### config.mk
export PLATFORM = sky130hd
export DESIGN_NAME = trigger_sequencer
export DESIGN_NICKNAME = d
export VERILOG_FILES = /design/src/rtl/trigger_sequencer.sv
export SDC_FILE = /design/constraint.sdc
export NUM_CORES = 1
export LEC_CHECK = 0
export ABC_AREA = 0
export BUFFER_PORTS_ARGS = -buffer_cell sky130_fd_sc_hd__buf_4
export CORE_AREA = 2 2 154 156
export CTS_BUF_LIST = sky130_fd_sc_hd__clkbuf_4
export CTS_CLUSTER_DIAMETER = 80
export DETAILED_ROUTE_END_ITERATION = 6
export DIE_AREA = 0 0 156 158
export SETUP_SLACK_MARGIN = 0.1
export SLEW_MARGIN = 20
export SYNTH_ARGS = -nofsm -noshare
export SYNTH_HDL_FRONTEND = slang
export SYNTH_SLANG_ARGS = --single-unit
### constraint.sdc
create_clock -name fe_clk -period 4.05 [get_ports fe_clk]
set_clock_uncertainty 0.15 [all_clocks]
set_input_delay 0 -clock fe_clk [delete_from_list [all_inputs] [get_ports fe_clk]]
set_output_delay 0 -clock fe_clk [all_outputs]
set_load 0.02 [all_outputs]
### src/rtl/trigger_sequencer.sv
// ---------------------------------------------------------------------------
// trigger_sequencer
//
// Produces the trigger output pulse train in the front-end clock domain. One
// sequence runs per accepted pattern match. It is made of up to
// pNUM_TRIGGER_PULSES pulses, and each pulse has its own delay and width.
// Every field is a down-counter reload value, so a value v gives v+1 cycles.
//
// Ports:
//   fe_clk                 front-end clock, sole clock of the block
//   reset_n                synchronous active-low reset
//   I_arm                  arm level (already in fe_clk); gates only the start
//   I_trigger_enable       master enable; dropping it aborts a sequence
//   I_match                pattern-match pulse from the front-end
//   I_num_triggers         requested pulses per sequence (0 -> 1, clamped)
//   I_trigger_delay        packed per-pulse delays, field i at [i*W +: W]
//   I_trigger_width        packed per-pulse widths, same packing
//   O_trigger              registered trigger output
//   O_capture_enable_pulse one-cycle pulse when a sequence starts
//   O_busy                 high while a sequence is running
//   O_pulse_index          index of the pulse currently being generated
//   O_done                 one-cycle pulse on normal completion
// ---------------------------------------------------------------------------
module trigger_sequencer #(
  parameter int pNUM_TRIGGER_PULSES = 8,
  parameter int pNUM_TRIGGER_WIDTH  = 4,
  parameter int pCNT_WIDTH          = 24
) (
  input  logic                                      fe_clk,
  input  logic                                      reset_n,
  input  logic                                      I_arm,
  input  logic                                      I_trigger_enable,
  input  logic                                      I_match,
  input  logic [pNUM_TRIGGER_WIDTH-1:0]             I_num_triggers,
  input  logic [pCNT_WIDTH*pNUM_TRIGGER_PULSES-1:0] I_trigger_delay,
  input  logic [pCNT_WIDTH*pNUM_TRIGGER_PULSES-1:0] I_trigger_width,
  output logic                                      O_trigger,
  output logic                                      O_capture_enable_pulse,
  output logic                                      O_busy,
  output logic [pNUM_TRIGGER_WIDTH-1:0]             O_pulse_index,
  output logic                                      O_done
);

  typedef enum logic [1:0] {
    IDLE  = 2'd0,
    DELAY = 2'd1,
    PULSE = 2'd2
  } state_t;

  localparam logic [31:0] MAX_PULSES = 32'(pNUM_TRIGGER_PULSES);

  state_t                          state_reg;
  logic [pCNT_WIDTH-1:0]           count_reg;
  logic [pNUM_TRIGGER_WIDTH-1:0]   index_reg;
  logic                            trigger_reg;
  logic                            capture_reg;
  logic                            busy_reg;
  logic                            done_reg;

  // Unpacked views of the packed delay/width register fields
  logic [pCNT_WIDTH-1:0] delay_arr [pNUM_TRIGGER_PULSES];
  logic [pCNT_WIDTH-1:0] width_arr [pNUM_TRIGGER_PULSES];

  genvar gi;
  generate
    for (gi = 0; gi < pNUM_TRIGGER_PULSES; gi++) begin : g_fields
      assign delay_arr[gi] = I_trigger_delay[gi*pCNT_WIDTH +: pCNT_WIDTH];
      assign width_arr[gi] = I_trigger_width[gi*pCNT_WIDTH +: pCNT_WIDTH];
    end
  endgenerate

  // Effective pulse count: 0 means one pulse, and oversize requests clamp to
  // the number of field slots.
  logic [31:0] num_req;
  logic [31:0] n_eff;
  assign num_req = 32'(I_num_triggers);
  assign n_eff   = (num_req == 32'd0)      ? 32'd1 :
                   (num_req > MAX_PULSES)  ? MAX_PULSES : num_req;

  // The comparison is done at 32 bits so that index+1 cannot wrap.
  // ">=" instead of "==" keeps the FSM terminating when the count register
  // shrinks mid-sequence.
  logic [31:0] next_index_ext;
  logic        last_pulse;
  assign next_index_ext = 32'(index_reg) + 32'd1;
  assign last_pulse     = (next_index_ext >= n_eff);

  // Field selection uses compare-muxes, so an out-of-range index just yields 0.
  logic [pCNT_WIDTH-1:0] next_delay;
  logic [pCNT_WIDTH-1:0] cur_width;
  always_comb begin
    next_delay = '0;
    cur_width  = '0;
    for (int i = 0; i < pNUM_TRIGGER_PULSES; i++) begin
      if (next_index_ext == 32'(i)) next_delay = delay_arr[i];
      if (32'(index_reg) == 32'(i)) cur_width  = width_arr[i];
    end
  end

  logic start;
  assign start = I_match & I_arm & I_trigger_enable;

  always_ff @(posedge fe_clk) begin
    if (!reset_n) begin
      state_reg   <= IDLE;
      count_reg   <= '0;
      index_reg   <= '0;
      trigger_reg <= 1'b0;
      capture_reg <= 1'b0;
      busy_reg    <= 1'b0;
      done_reg    <= 1'b0;
    end else begin
      capture_reg <= 1'b0;
      done_reg    <= 1'b0;
      case (state_reg)
        IDLE: begin
          trigger_reg <= 1'b0;
          if (start) begin
            state_reg   <= DELAY;
            count_reg   <= delay_arr[0];
            index_reg   <= '0;
            capture_reg <= 1'b1;
            busy_reg    <= 1'b1;
          end
        end
        DELAY: begin
          if (!I_trigger_enable) begin
            state_reg   <= IDLE;
            trigger_reg <= 1'b0;
            busy_reg    <= 1'b0;
          end else if (count_reg != '0) begin
            count_reg <= count_reg - pCNT_WIDTH'(1);
          end else begin
            state_reg   <= PULSE;
            trigger_reg <= 1'b1;
            count_reg   <= cur_width;
          end
        end
        PULSE: begin
          if (!I_trigger_enable) begin
            state_reg   <= IDLE;
            trigger_reg <= 1'b0;
            busy_reg    <= 1'b0;
          end else if (count_reg != '0) begin
            count_reg <= count_reg - pCNT_WIDTH'(1);
          end else if (!last_pulse) begin
            state_reg   <= DELAY;
            trigger_reg <= 1'b0;
            index_reg   <= index_reg + pNUM_TRIGGER_WIDTH'(1);
            count_reg   <= next_delay;
          end else begin
            state_reg   <= IDLE;
            trigger_reg <= 1'b0;
            busy_reg    <= 1'b0;
            done_reg    <= 1'b1;
          end
        end
        default: begin
          state_reg   <= IDLE;
          trigger_reg <= 1'b0;
          busy_reg    <= 1'b0;
        end
      endcase
    end
  end

  assign O_trigger              = trigger_reg;
  assign O_capture_enable_pulse = capture_reg;
  assign O_busy                 = busy_reg;
  assign O_pulse_index          = index_reg;
  assign O_done                 = done_reg;

endmodule
**Word level (Yosys, flattened, before mapping)**

Cells that the tools add are included.

- Eq/ne operators: 26
- $add $sub $neg: 3
- $lt $le $gt $ge: 2
- Reduce and logical (&&, ||, !) cells: 14
- Bitwise logic cells: 5
- Multiplexer cells: 50

Operator list:

| cell | count |
|---|---|
| two-way mux 24 bit | 22 |
| case mux 24 bit (3 select lines) | 1 |
| logical NOT 32 bit | 2 |
| two-way mux 4 bit | 6 |
| nonzero test 24 bit | 1 |
| subtractor 24 x 1 -> 24 bit (second input constant) | 1 |
| == test 5 x 3 -> 1 bit (second input constant) | 4 |
| == test 4 x 3 -> 1 bit (second input constant) | 4 |
| two-way mux 1 bit | 12 |
| inequality test 2 bit (second input constant) | 6 |
| inequality test 3 bit (second input constant) | 4 |
| == test 5 x 2 -> 1 bit (second input constant) | 2 |
| two-way mux 2 bit | 5 |
| AND reduction 5 bit | 2 |
| == test 4 x 2 -> 1 bit (second input constant) | 2 |
| case mux 4 bit (2 select lines) | 1 |
| case mux 2 bit (3 select lines) | 1 |
| adder 4 x 1 -> 5 bit (second input constant) | 1 |
| == test 5 x 1 -> 1 bit (second input constant) | 1 |
| greater-or-equal comparator 5 x 4 -> 1 bit | 1 |
| adder 4 x 1 -> 4 bit (second input constant) | 1 |
| == test 4 x 1 -> 1 bit (second input constant) | 1 |
| > comparator 4 bit (second input constant) | 1 |
| logical NOT 4 bit | 1 |
| other kinds (13) | 17 |

- Input bits: 393
- Output and inout port bits: 8
- Register bits: 34
- Logic and storage cells: 107

**Longest topological paths before layout**

Gate-level depths: netlist (run 1).

- Depth in word-level cells: 14
- Gate-level depth with buffers: 15
- Gate-level depth less buffers: 12

**Worst setup path before layout (run 1)**

Ideal clock, no wire load.

- Kind: reg-to-reg
- Start: reg index_reg[2] (netlist: O_pulse_index[2])
- End: reg count_reg[10]
- Path buffers: 5
- Required time: 3824 ps
- Setup time: 76 ps
- Cell stages (with the launch flop): 16
- Period minus slack after synthesis: 3336 ps
- Setup slack: 714 ps
- Data arrival time: 3111 ps
- Cell sequence: dfxtp_1 -> clkbuf_1 -> clkbuf_1 -> clkbuf_1 -> xor2_1 -> ha_1 -> a21oi_1 -> o21ai_0 -> a221oi_1 -> nor2_2 -> o21ba_1 -> buf_4 -> buf_6 -> nor4_1 -> o21ai_1 -> o22ai_1

- Cells in the longest elaborated chain, start to end: 14
- Elaborated cells on any way between the ends: 42
- Classes of those cells: add/sub (1); order compare (1); eq/ne (15); mux (22); reduce/logical (3)

RTL lines:

| element | line | RTL |
|---|---|---|
| from (decl) | 54 | `logic [pNUM_TRIGGER_WIDTH-1:0] index_reg;` |
| from (signal assigned) | 149 | `index_reg <= index_reg + pNUM_TRIGGER_WIDTH'(1);` |
| adder 4 x 1 -> 5 bit | 85 | `assign next_index_ext = 32'(index_reg) + 32'd1;` |
| logical NOT 32 bit | 95 | `if (next_index_ext == 32'(i)) next_delay = delay_arr[i];` |
| two-way mux 24 bit (8 in series) | 95 |  |
| two-way mux 24 bit | 146 | `end else if (!last_pulse) begin` |
| two-way mux 24 bit | 144 | `end else if (count_reg != '0) begin` |
| two-way mux 24 bit | 140 | `if (!I_trigger_enable) begin` |
| case mux 24 bit (3 select lines) | 115 | `case (state_reg)` |
| to (signal assigned) | 120 | `count_reg <= delay_arr[0];` |
| to (signal assigned) | 145 | `count_reg <= count_reg - pCNT_WIDTH'(1);` |
| to (signal assigned) | 150 | `count_reg <= next_delay;` |
| to (decl) | 53 | `logic [pCNT_WIDTH-1:0] count_reg;` |

Parallel ways exist; a longest one is shown, timed or not. The select of a mux whose other input is x is not followed.
A chain may end at the register's enable or synchronous reset.

**Worst setup path after layout (run 1)**

- Start: reg count_reg[0]
- End: reg count_reg[3]

- Cells in the longest elaborated chain, start to end: 4
- Elaborated cells on any way between the ends: 9
- Classes of those cells: add/sub (1); eq/ne (1); mux (5); reduce/logical (2)

RTL lines:

| element | line | RTL |
|---|---|---|
| from (signal assigned) | 120 |  |
| from (signal assigned) | 132 | `count_reg <= count_reg - pCNT_WIDTH'(1);` |
| from (signal assigned) | 136 | `count_reg <= cur_width;` |
| subtractor 24 x 1 -> 24 bit or nonzero test 24 bit (tied branches) | -- |  |
| two-way mux 24 bit (on tied branches) | 144, 131 |  |
| two-way mux 24 bit (on tied branches) | 140, 127 |  |
| case mux 24 bit (3 select lines) | 115 |  |

Parallel ways exist; a longest one is shown, timed or not. The select of a mux whose other input is x is not followed.

==> results.sh, run 1 <==
export IMPL_powerDensity_nw_per_um2=200
export IMPL_grt_setup_unrepaired="no"
export IMPL_finalSetupTns_ns=0
export IMPL_wl_um=41800
export IMPL_drive_above_1_share=0.366
export IMPL_die_h_um=158
export IMPL_ctsHtreeMaxLevel=2
export IMPL_yosysMostFrequentCell="a21oi_1"
export IMPL_ys_seq_area_frac=0.116
export IMPL_gp_congestion=0.968
export IMPL_vias=9524
export IMPL_grt_overflow_total=0
export IMPL_grtUsageTotal=0.317
export IMPL_synth_flop_cell="dfxtp_1"
export IMPL_num_rows=56
export IMPL_grt_pass1_vias=9252
export IMPL_required_ns=4.15
export IMPL_core_um2=23100
export IMPL_path_class="reg2reg"
export IMPL_largest_register_ffs=24
export IMPL_postSynthCellCount=903
export IMPL_synth_top_cell_area_share=0.116
export IMPL_cp_arrival_ns=3.80
export IMPL_critPathMaxFanout=31
export IMPL_via_per_inst=6.01
export IMPL_cts_tree="yes"
export IMPL_end_kind="flop"
export IMPL_hp_class="in2reg"
export IMPL_cts_root_buf="clkbuf_4"
export IMPL_drcViolationCount=16
export IMPL_yosysUniqueCellTypes=72
export IMPL_cts_sinks=34
export IMPL_die_width_um=156
export IMPL_insertion_delay_ns=0.36
export IMPL_grt_pass1_wl_um=58200
export IMPL_synth_top_area_cell="dfxtp_1"
export IMPL_synthTopCellsByArea="dfxtp_1 (12%), a21oi_1 (9.3%), a221oi_1 (9.2%)"
export IMPL_placed_cell_area_um2=9220
export IMPL_start_util=0.255
export IMPL_syn_area_um2=5880
export IMPL_slew_headroom=0.437
export IMPL_outcome="complete, but fails checks"
export IMPL_antenna_found_initial=2
export IMPL_drv_slew=0
export IMPL_dieArea_um2=24600
export IMPL_stdcell_area_um2=9650
export IMPL_cts_buffer_depth=2
export IMPL_numCtsBuffers=5
export IMPL_vdd_drop_max_mv=0.155
export IMPL_fin_total_pwr_mw=1.93
export IMPL_ios=401
export IMPL_area_growth_pct=64.1
export IMPL_hold_viol=0
export IMPL_syn_nets=1312
export IMPL_worstMarginPinSlew_ns=0.845
export IMPL_place_hpwl_um=34200
export IMPL_fin_nets=1702
export IMPL_setup_viol=0
export IMPL_path_clk_slew_ns=0.13
export IMPL_period_needed_ns=3.70
export IMPL_violations="DRC"
export IMPL_synth_top_cells_by_count="a21oi_1 (109), o21ai_0 (98), clkbuf_1 (74)"
export IMPL_start_kind="flop"
export IMPL_fillerInstances=2450
export IMPL_drtIter0Drc=1008
export IMPL_antenna_left=0
export IMPL_p_leak_nw=4.17
export IMPL_synth_warnings=0
export IMPL_grt_max_degree=38
export IMPL_first_pass_iters=7
export IMPL_avgSynthCellArea_um2=6.51
export IMPL_ys_async_sr_fraction=0
export IMPL_ys_seq_elements=34
export IMPL_fin_crit_sh=0.913
export IMPL_portBuffers=400
export IMPL_drv_cap=0
export IMPL_wl_per_cell_um=26.4
export IMPL_fmax_mhz=270
export IMPL_synth_edf_count=0
==> metal layers <==
| layer | vias up | share of wire | track usage |
|---|---|---|---|
| li1 | 4361 | - | - |
| met1 | 4461 | 0.39 | 0.397 |
| met2 | 605 | 0.46 | 0.518 |
| met3 | 97 | 0.10 | 0.0772 |
| met4 | 0 | 0.046 | 0.136 |
| met5 | - | 0 | 0 |
==> cells by family after synthesis <==
family,after synthesis,share of synthesized area
AO/OA/AOI/OAI,461,0.524
AND/OR/NAND/NOR,262,0.219
buffers and inverters,112,0.0777
flip-flops,34,0.116
adder cells (fa/ha/maj),16,0.0340
multiplexers,11,0.0194
XOR/XNOR,7,0.0104
==> repair_timing <==
item,in CTS,in global routing
setup endpoints to repair,0,2
hold endpoints to repair,28,0
resized for setup,0,4
buffers inserted,0,0
hold buffers,34,0
==> layout make-up <==
class | count | area [µm²] | area share
multi-input combinational | 757 | 4790 | 0.497
timing repair buffer | 475 | 3660 | 0.380
sequential | 34 | 681 | 0.0705
tap | 290 | 363 | 0.0376
inverter | 20 | 75.1 | 0.00778
clock buffer | 5 | 37.5 | 0.00389
clock inverter | 2 | 33.8 | 0.00350
antenna | 1 | 2.50 | 0.000259
==> worst paths after layout <==
| check | startpoint | to | slack, ns | cells past startpoint |
|---|---|---|---|---|
| setup / recovery | count_reg[0] | count_reg[3] | 0.35 | 12 |
| hold / removal | I_trigger_width[169] | count_reg[1] | 0.008 | 5 |
| setup reg to reg | count_reg[0] | count_reg[3] | 0.35 | 12 |
| hold reg to reg | state_reg[0] | state_reg[0] | 0.36 | 2 |
==> stage by stage <==
step                hold slack, ns  cells  setup WS (ns)  utilization
floorplan                  -0.0122    903          0.714            -
CTS                        0.00368   1583          0.200        0.418
detailed placement           0.115   1542          0.257        0.400
global route                0.0216   1584          0.145        0.419
finish                     0.00779   1584          0.351        0.419
global placement             0.109   1542          0.387        0.400
==> cell usage in the layout, fill, tap and decap left out, types with 7 or more instances in the layout <==
master	Yosys	final
a211oi_1	11	11
nor2_1	66	65
and3_1	13	13
ha_1	16	14
nor4_1	9	9
nand2_1	67	67
buf_4	1	440
o22ai_1	34	34
o221ai_1	10	10
dfxtp_1	34	34
inv_1	17	17
nand3_1	21	21
o211ai_1	27	27
and2_1	7	7
mux2i_1	8	8
o32ai_1	9	9
or3_1	7	7
a221o_1	18	18
a221oi_1	62	62
nor2b_1	7	7
o21ai_0	98	98
nor3_1	28	27
a21oi_1	109	109
a22oi_1	8	8
dlygate4sd3_1	0	34
nand3b_1	7	7
a31oi_1	18	17
==> critical path: stages, from the launching register on <==
cell and delay (ns):
dfxtp_1 0.36, inv_1 0.06, ha_1 0.19, or4b_1 0.60, or3_1 0.38, or4b_1 0.55
buf_4 0.23, nor2_2 0.18, o21bai_2 0.07, buf_4 0.23, o21ai_0 0.15, a311oi_1 0.07
a2111oi_1 0.35
==> power breakdown <==
part | switching (mW) | internal [mW]
clock | 0.133 | 0.125
sequential | 0.0624 | 0.380
combinational | 0.653 | 0.580
No activity file was read; power rests on OpenSTA's default activity.
==> run 2, diff against run 1 <==
Settings changed: SETUP_SLACK_MARGIN 0.1 to 0.4.
==> run 2 against run 1 <==
  * The flow now finishes without violations
  * Clock power about the same
  * Critical path depth is 1 lower
  * Die area unchanged
  * Cell area grew 0.39%
  * Count of clock-buffer cells in the layout stayed put
  * First-iteration DRC count up 2.5%
  * Via count rose by 0.38%
  * Sequential cell count stayed put
  * Register-to-register slack improved by 0.22 ns
  * Critical path type unchanged
  * Highest routed layer unchanged
==> results.sh, run 2 (synthesis gave the netlist of run 1 again) <==
export IMPL_fillerInstances=2445
export IMPL_gp_congestion=0.968
export IMPL_hold_path_depth=5
export IMPL_finalSetupTns_ns=0
export IMPL_r2r_end="count_reg[18]"
export IMPL_numCtsBuffers=5
export IMPL_dieArea_um2=24600
export IMPL_drv_cap=0
export IMPL_rrSetupSlack_ns=0.57
export IMPL_pwr_share_clk=0.132
export IMPL_ctsHtreeMaxLevel=2
export IMPL_setup_viol=0
export IMPL_intPower_mw=1.10
export IMPL_wl_per_cell_um=26.4
export IMPL_comb_power_share=0.641
export IMPL_fmax_mhz=288
export IMPL_num_rows=56
export IMPL_cts_sinks=34
export IMPL_path_clk_slew_ns=0.12
export IMPL_place_hpwl_um=34200
export IMPL_first_pass_iters=6
export IMPL_cp_arrival_ns=3.58
export IMPL_fin_crit_sh=0.858
export IMPL_fin_nets=1702
export IMPL_vdd_drop_max_mv=0.156
export IMPL_wl_um=41900
export IMPL_core_um2=23100
export IMPL_grt_pass1_wl_um=58200
export IMPL_placed_cells=1542
export IMPL_netSwitchingFraction=0.437
export IMPL_most_common_layout_cells="buf_4 (439), a21oi_1 (109), o21ai_0 (98), nand2_1 (67), nor2_1 (65)"
export IMPL_cts_setup_buffers=0
export IMPL_start_util=0.255
export IMPL_drive_above_1_share=0.371
export IMPL_via_per_inst=6.04
export IMPL_path_class="reg2reg"
export IMPL_area_growth_pct=64.7
export IMPL_period_needed_ns=3.48
export IMPL_cts_buffer_depth=2
export IMPL_insertion_delay_ns=0.35
export IMPL_p_seq_frac=0.228
export IMPL_powerDensity_nw_per_um2=201
export IMPL_ff2ff_path_depth=11
export IMPL_grt_pass1_vias=9249
export IMPL_grt_overflow_total=0
export IMPL_hp_class="in2reg"
export IMPL_drv_slew=0
export IMPL_antenna_found_initial=2
export IMPL_worstMarginPinSlew_ns=0.706
export IMPL_start_kind="flop"
export IMPL_fin_total_pwr_mw=1.95
export IMPL_required_ns=4.16
export IMPL_die_h_um=158
export IMPL_antenna_left=0
export IMPL_vias=9560
export IMPL_layoutNonFillerInstCount=1584
export IMPL_hold_end="count_reg[1]"
export IMPL_slew_headroom=0.529
export IMPL_switching_power_mw=0.851
export IMPL_grt_setup_unrepaired="no"
export IMPL_drtIter0Drc=1033
export IMPL_hold_viol=0
export IMPL_p_leak_nw=4.18
export IMPL_ios=401
export IMPL_grtUsageTotal=0.317
export IMPL_critPathMaxFanout=21
export IMPL_final_common_cell="buf_4"
export IMPL_min_from="I_trigger_width[169]"
export IMPL_drcViolationCount=0
export IMPL_cts_tree="yes"
export IMPL_hold_ws_ns=0.00947
export IMPL_end_kind="flop"
export IMPL_cts_root_buf="clkbuf_4"
export IMPL_portBuffers=400
export IMPL_largest_register_ffs=24
export IMPL_die_width_um=156
export IMPL_outcome="complete, no violations"
export IMPL_grt_max_degree=38
export IMPL_r2r_start="O_pulse_index[1]"
## run 2: cell type report
type / instances / area, µm² / area share
Tap cell: 290 / 363 / 0.0375
Inverter: 20 / 78.8 / 0.00814
Multi-Input combinational cell: 757 / 4820 / 0.498
Sequential cell: 34 / 682 / 0.0704
Antenna cell: 1 / 2.50 / 0.000258
Clock buffer: 5 / 37.5 / 0.00387
Clock inverter: 2 / 33.8 / 0.00349
Timing Repair Buffer: 475 / 3670 / 0.379
## run 2: power groups by stage
stage                     sequential [mW]  combinational [mW]  clock, mW
after detailed placement            0.447                1.17          0
after global placement              0.446                1.17          0
final                               0.443                1.25      0.256
after CTS                           0.439                1.21      0.255
after floorplan                     0.429               0.613          0
after global routing                0.450                1.33      0.269
## run 2: worst max-delay path by stage
stage | start | endpoint | cells after the start
final | O_pulse_index[1] | count_reg[18] | 11
after global routing | count_reg[0] | count_reg[3] | 12
after CTS | O_pulse_index[0] | count_reg[3] | 12
after detailed placement | count_reg[0] | count_reg[3] | 10
after global placement | count_reg[0] | count_reg[3] | 10
after floorplan | O_pulse_index[2] | count_reg[10] | 15
## run 2: critical path, cell delays in order (launching register included)
cell,delay [ns]
dfxtp_1,0.43
inv_1,0.18
ha_1,0.37
buf_4,0.35
buf_4,0.29
nand2b_1,0.28
o22ai_1,0.32
o211ai_1,0.13
a21oi_1,0.26
a2bb2oi_1,0.27
o21ai_0,0.13
a31o_2,0.21
## run 2: repair_timing
action / in CTS / in global routing
pin swaps: 0 / 1
gates resized for setup: 3 / 11
hold buffers: 34 / 0
endpoints found under the setup margin: 1 / 26
endpoints found under the hold margin: 28 / 0
## run 2: metal layers
layer,up-vias,global-route usage,part of all wire
met5,-,0,0
met4,0,0.136,0.046
met3,94,0.0772,0.097
met2,576,0.518,0.47
met1,4525,0.397,0.39
li1,4365,-,-
## run 2: per-stage QoR
stage          instance area [µm²]  setup slack, ns   util
4_1_cts                       9650            0.426  0.418
5_1_grt                       9690            0.430  0.420
3_3_place_gp                  9220            0.387  0.400
2_1_floorplan                 5880            0.714      -
6_report                      9690            0.574  0.420
3_5_place_dp                  9220            0.257  0.400
==> run 3, diff against run 2 <==
Settings changed: BUFFER_PORTS_ARGS -buffer_cell sky130_fd_sc_hd__buf_4 to -buffer_cell sky130_fd_sc_hd__buf_2.
==> run 3 against run 2 <==
  * Count of clock-buffer cells in the layout stayed put
  * Power decreased by 4.9%
  * Sequential cell count unchanged
  * Core utilization fell by 4.1 points
  * Critical path depth down 1
  * Wire length down 3.1%
  * Setup slack worse by 0.022 ns
  * Fmax down 0.62%
  * Die area unchanged
  * Via count grew 0.41%
  * Non-clock buffer count increased by 8
  * Combinational power is 8% lower
  * Critical path type unchanged
  * Critical endpoint is now count_reg[11]
  * Largest power group unchanged
==> results.sh, run 3 (synthesis gave the netlist of run 1 again) <==
export IMPL_comb_power_share=0.621
export IMPL_grt_max_degree=36
export IMPL_outcome="complete, no violations"
export IMPL_via_per_inst=6.01
export IMPL_antenna_found_initial=8
export IMPL_wl_per_cell_um=25.4
export IMPL_cts_sinks=34
export IMPL_path_clk_slew_ns=0.13
export IMPL_cts_setup_buffers=0
export IMPL_slew_headroom=0.440
export IMPL_core_um2=23100
export IMPL_start_util=0.255
export IMPL_regArea_um2=682
export IMPL_drtIter0Drc=1040
export IMPL_ctsHtreeMaxLevel=2
export IMPL_fin_nets=1710
export IMPL_fmax_mhz=286
export IMPL_grt_overflow_total=0
export IMPL_cts_root_buf="clkbuf_4"
export IMPL_fillerInstances=2583
export IMPL_cts_tree="yes"
export IMPL_min_from="I_trigger_width[191]"
export IMPL_placed_cells=1543
export IMPL_numCtsBuffers=5
export IMPL_start_kind="flop"
export IMPL_grt_setup_unrepaired="yes"
export IMPL_netSwitchingFraction=0.464
export IMPL_vdd_drop_max_mv=0.143
export IMPL_ff2ff_path_depth=10
export IMPL_critPathLaunch="count_reg[0]"
export IMPL_fin_crit_sh=0.864
export IMPL_p_leak_nw=3.87
export IMPL_required_ns=4.16
export IMPL_portBuffers=400
export IMPL_wl_um=40600
export IMPL_num_rows=56
export IMPL_ios=401
export IMPL_pwr_share_clk=0.139
export IMPL_hold_end="count_reg[23]"
export IMPL_grt_pass1_vias=9054
export IMPL_rrSetupSlack_ns=0.55
export IMPL_final_common_cell="buf_2"
export IMPL_area_growth_pct=48.8
export IMPL_antenna_left=0
export IMPL_grtUsageTotal=0.309
export IMPL_path_class="reg2reg"
export IMPL_dieArea_um2=24600
export IMPL_worstMarginPinSlew_ns=0.839
export IMPL_r2r_start="count_reg[0]"
export IMPL_cp_arrival_ns=3.61
export IMPL_most_common_layout_cells="buf_2 (400), a21oi_1 (109), o21ai_0 (98), nand2_1 (66), nor2_1 (64)"
export IMPL_gp_congestion=1.04
export IMPL_end_kind="flop"
export IMPL_die_width_um=156
export IMPL_r2r_end="count_reg[11]"
export IMPL_cts_buffer_depth=2
export IMPL_intPower_mw=0.992
export IMPL_switching_power_mw=0.858
export IMPL_insertion_delay_ns=0.38
export IMPL_place_hpwl_um=33200
export IMPL_drive_above_1_share=0.367
export IMPL_finalSetupTns_ns=0
export IMPL_drv_cap=0
export IMPL_p_seq_frac=0.240
export IMPL_powerDensity_nw_per_um2=212
export IMPL_multi_input_area_um2=4800
export IMPL_grt_pass1_wl_um=56500
export IMPL_drcViolationCount=0
export IMPL_drv_slew=0
export IMPL_die_h_um=158
export IMPL_hold_viol=0
export IMPL_critPathMaxFanout=7
export IMPL_vias=9599
export IMPL_first_pass_iters=6
export IMPL_hp_class="in2reg"
export IMPL_layoutNonFillerInstCount=1596
export IMPL_hold_path_depth=4
export IMPL_largest_register_ffs=24
export IMPL_period_needed_ns=3.50
export IMPL_setup_viol=0
==> run 3: cell count changes in the layout (fill, tap and decap cells not counted), moves of 4 or more <==
cell / previous run / this run
dlygate4sd3_1: 34 / 41
diode_2: 1 / 5
buf_2: 0 / 400
buf_4: 439 / 41
==> run 3: per-stage QoR <==
stage,power (mW),utilization,hold slack (ns),area [µm²],setup WS (ns)
2_1_floorplan,1.04,-,-0.0122,5880,0.714
6_report,1.85,0.380,0.00817,8750,0.552
4_1_cts,1.82,0.378,0.00840,8720,0.407
3_5_place_dp,1.53,0.357,0.115,8230,0.399
3_3_place_gp,1.53,0.357,0.110,8230,0.431
5_1_grt,1.96,0.380,0.0204,8750,0.368
==> run 3: area by class of cell <==
cell class	count	area share
multi-input combinational	757	0.549
timing repair buffer	483	0.313
sequential	34	0.0779
tap	290	0.0415
inverter	20	0.00858
clock buffer	5	0.00429
clock inverter	2	0.00386
antenna	5	0.00143
==> run 3: worst max-delay path by stage <==
stage	to	slack, ns
after global placement	count_reg[11]	0.43
after detailed placement	count_reg[3]	0.40
after floorplan	count_reg[10]	0.71
after global routing	count_reg[11]	0.37
final	count_reg[11]	0.55
after CTS	count_reg[3]	0.41
==> run 3: what timing repair did <==
item	CTS	global route
hold buffers	41	0
endpoints found under the setup margin	2	5
hold endpoints to repair	28	0
resized for setup	2	6
gates cloned	0	0
==> run 3: power groups by stage <==
stage	Combinational [mW]	Clock (mW)	Sequential [mW]
2_1_floorplan	0.613	0	0.429
6_report	1.15	0.258	0.443
4_1_cts	1.12	0.261	0.441
3_5_place_dp	1.08	0	0.448
5_1_grt	1.24	0.272	0.451
3_3_place_gp	1.08	0	0.446
==> run 3: metal layers <==
layer  GRT usage  vias up  part of all wire  wire length [µm]
li1            -     4391                 -                 -
met1       0.400     4500              0.39             16000
met2       0.497      609              0.46             18800
met3      0.0624       93             0.098              3960
met4       0.139        6             0.044              1770
met5           0        -           0.00099                40
==> run 3: critical path: stages (launching register included) <==
cell       delay (ns)
dfxtp_1          0.36
inv_1            0.06
ha_1             0.20
or4b_1           0.46
or3_1            0.34
or4b_1           0.53
buf_4            0.21
nor2_2           0.37
a31oi_1          0.21
a2111oi_0        0.41
a211oi_1         0.08
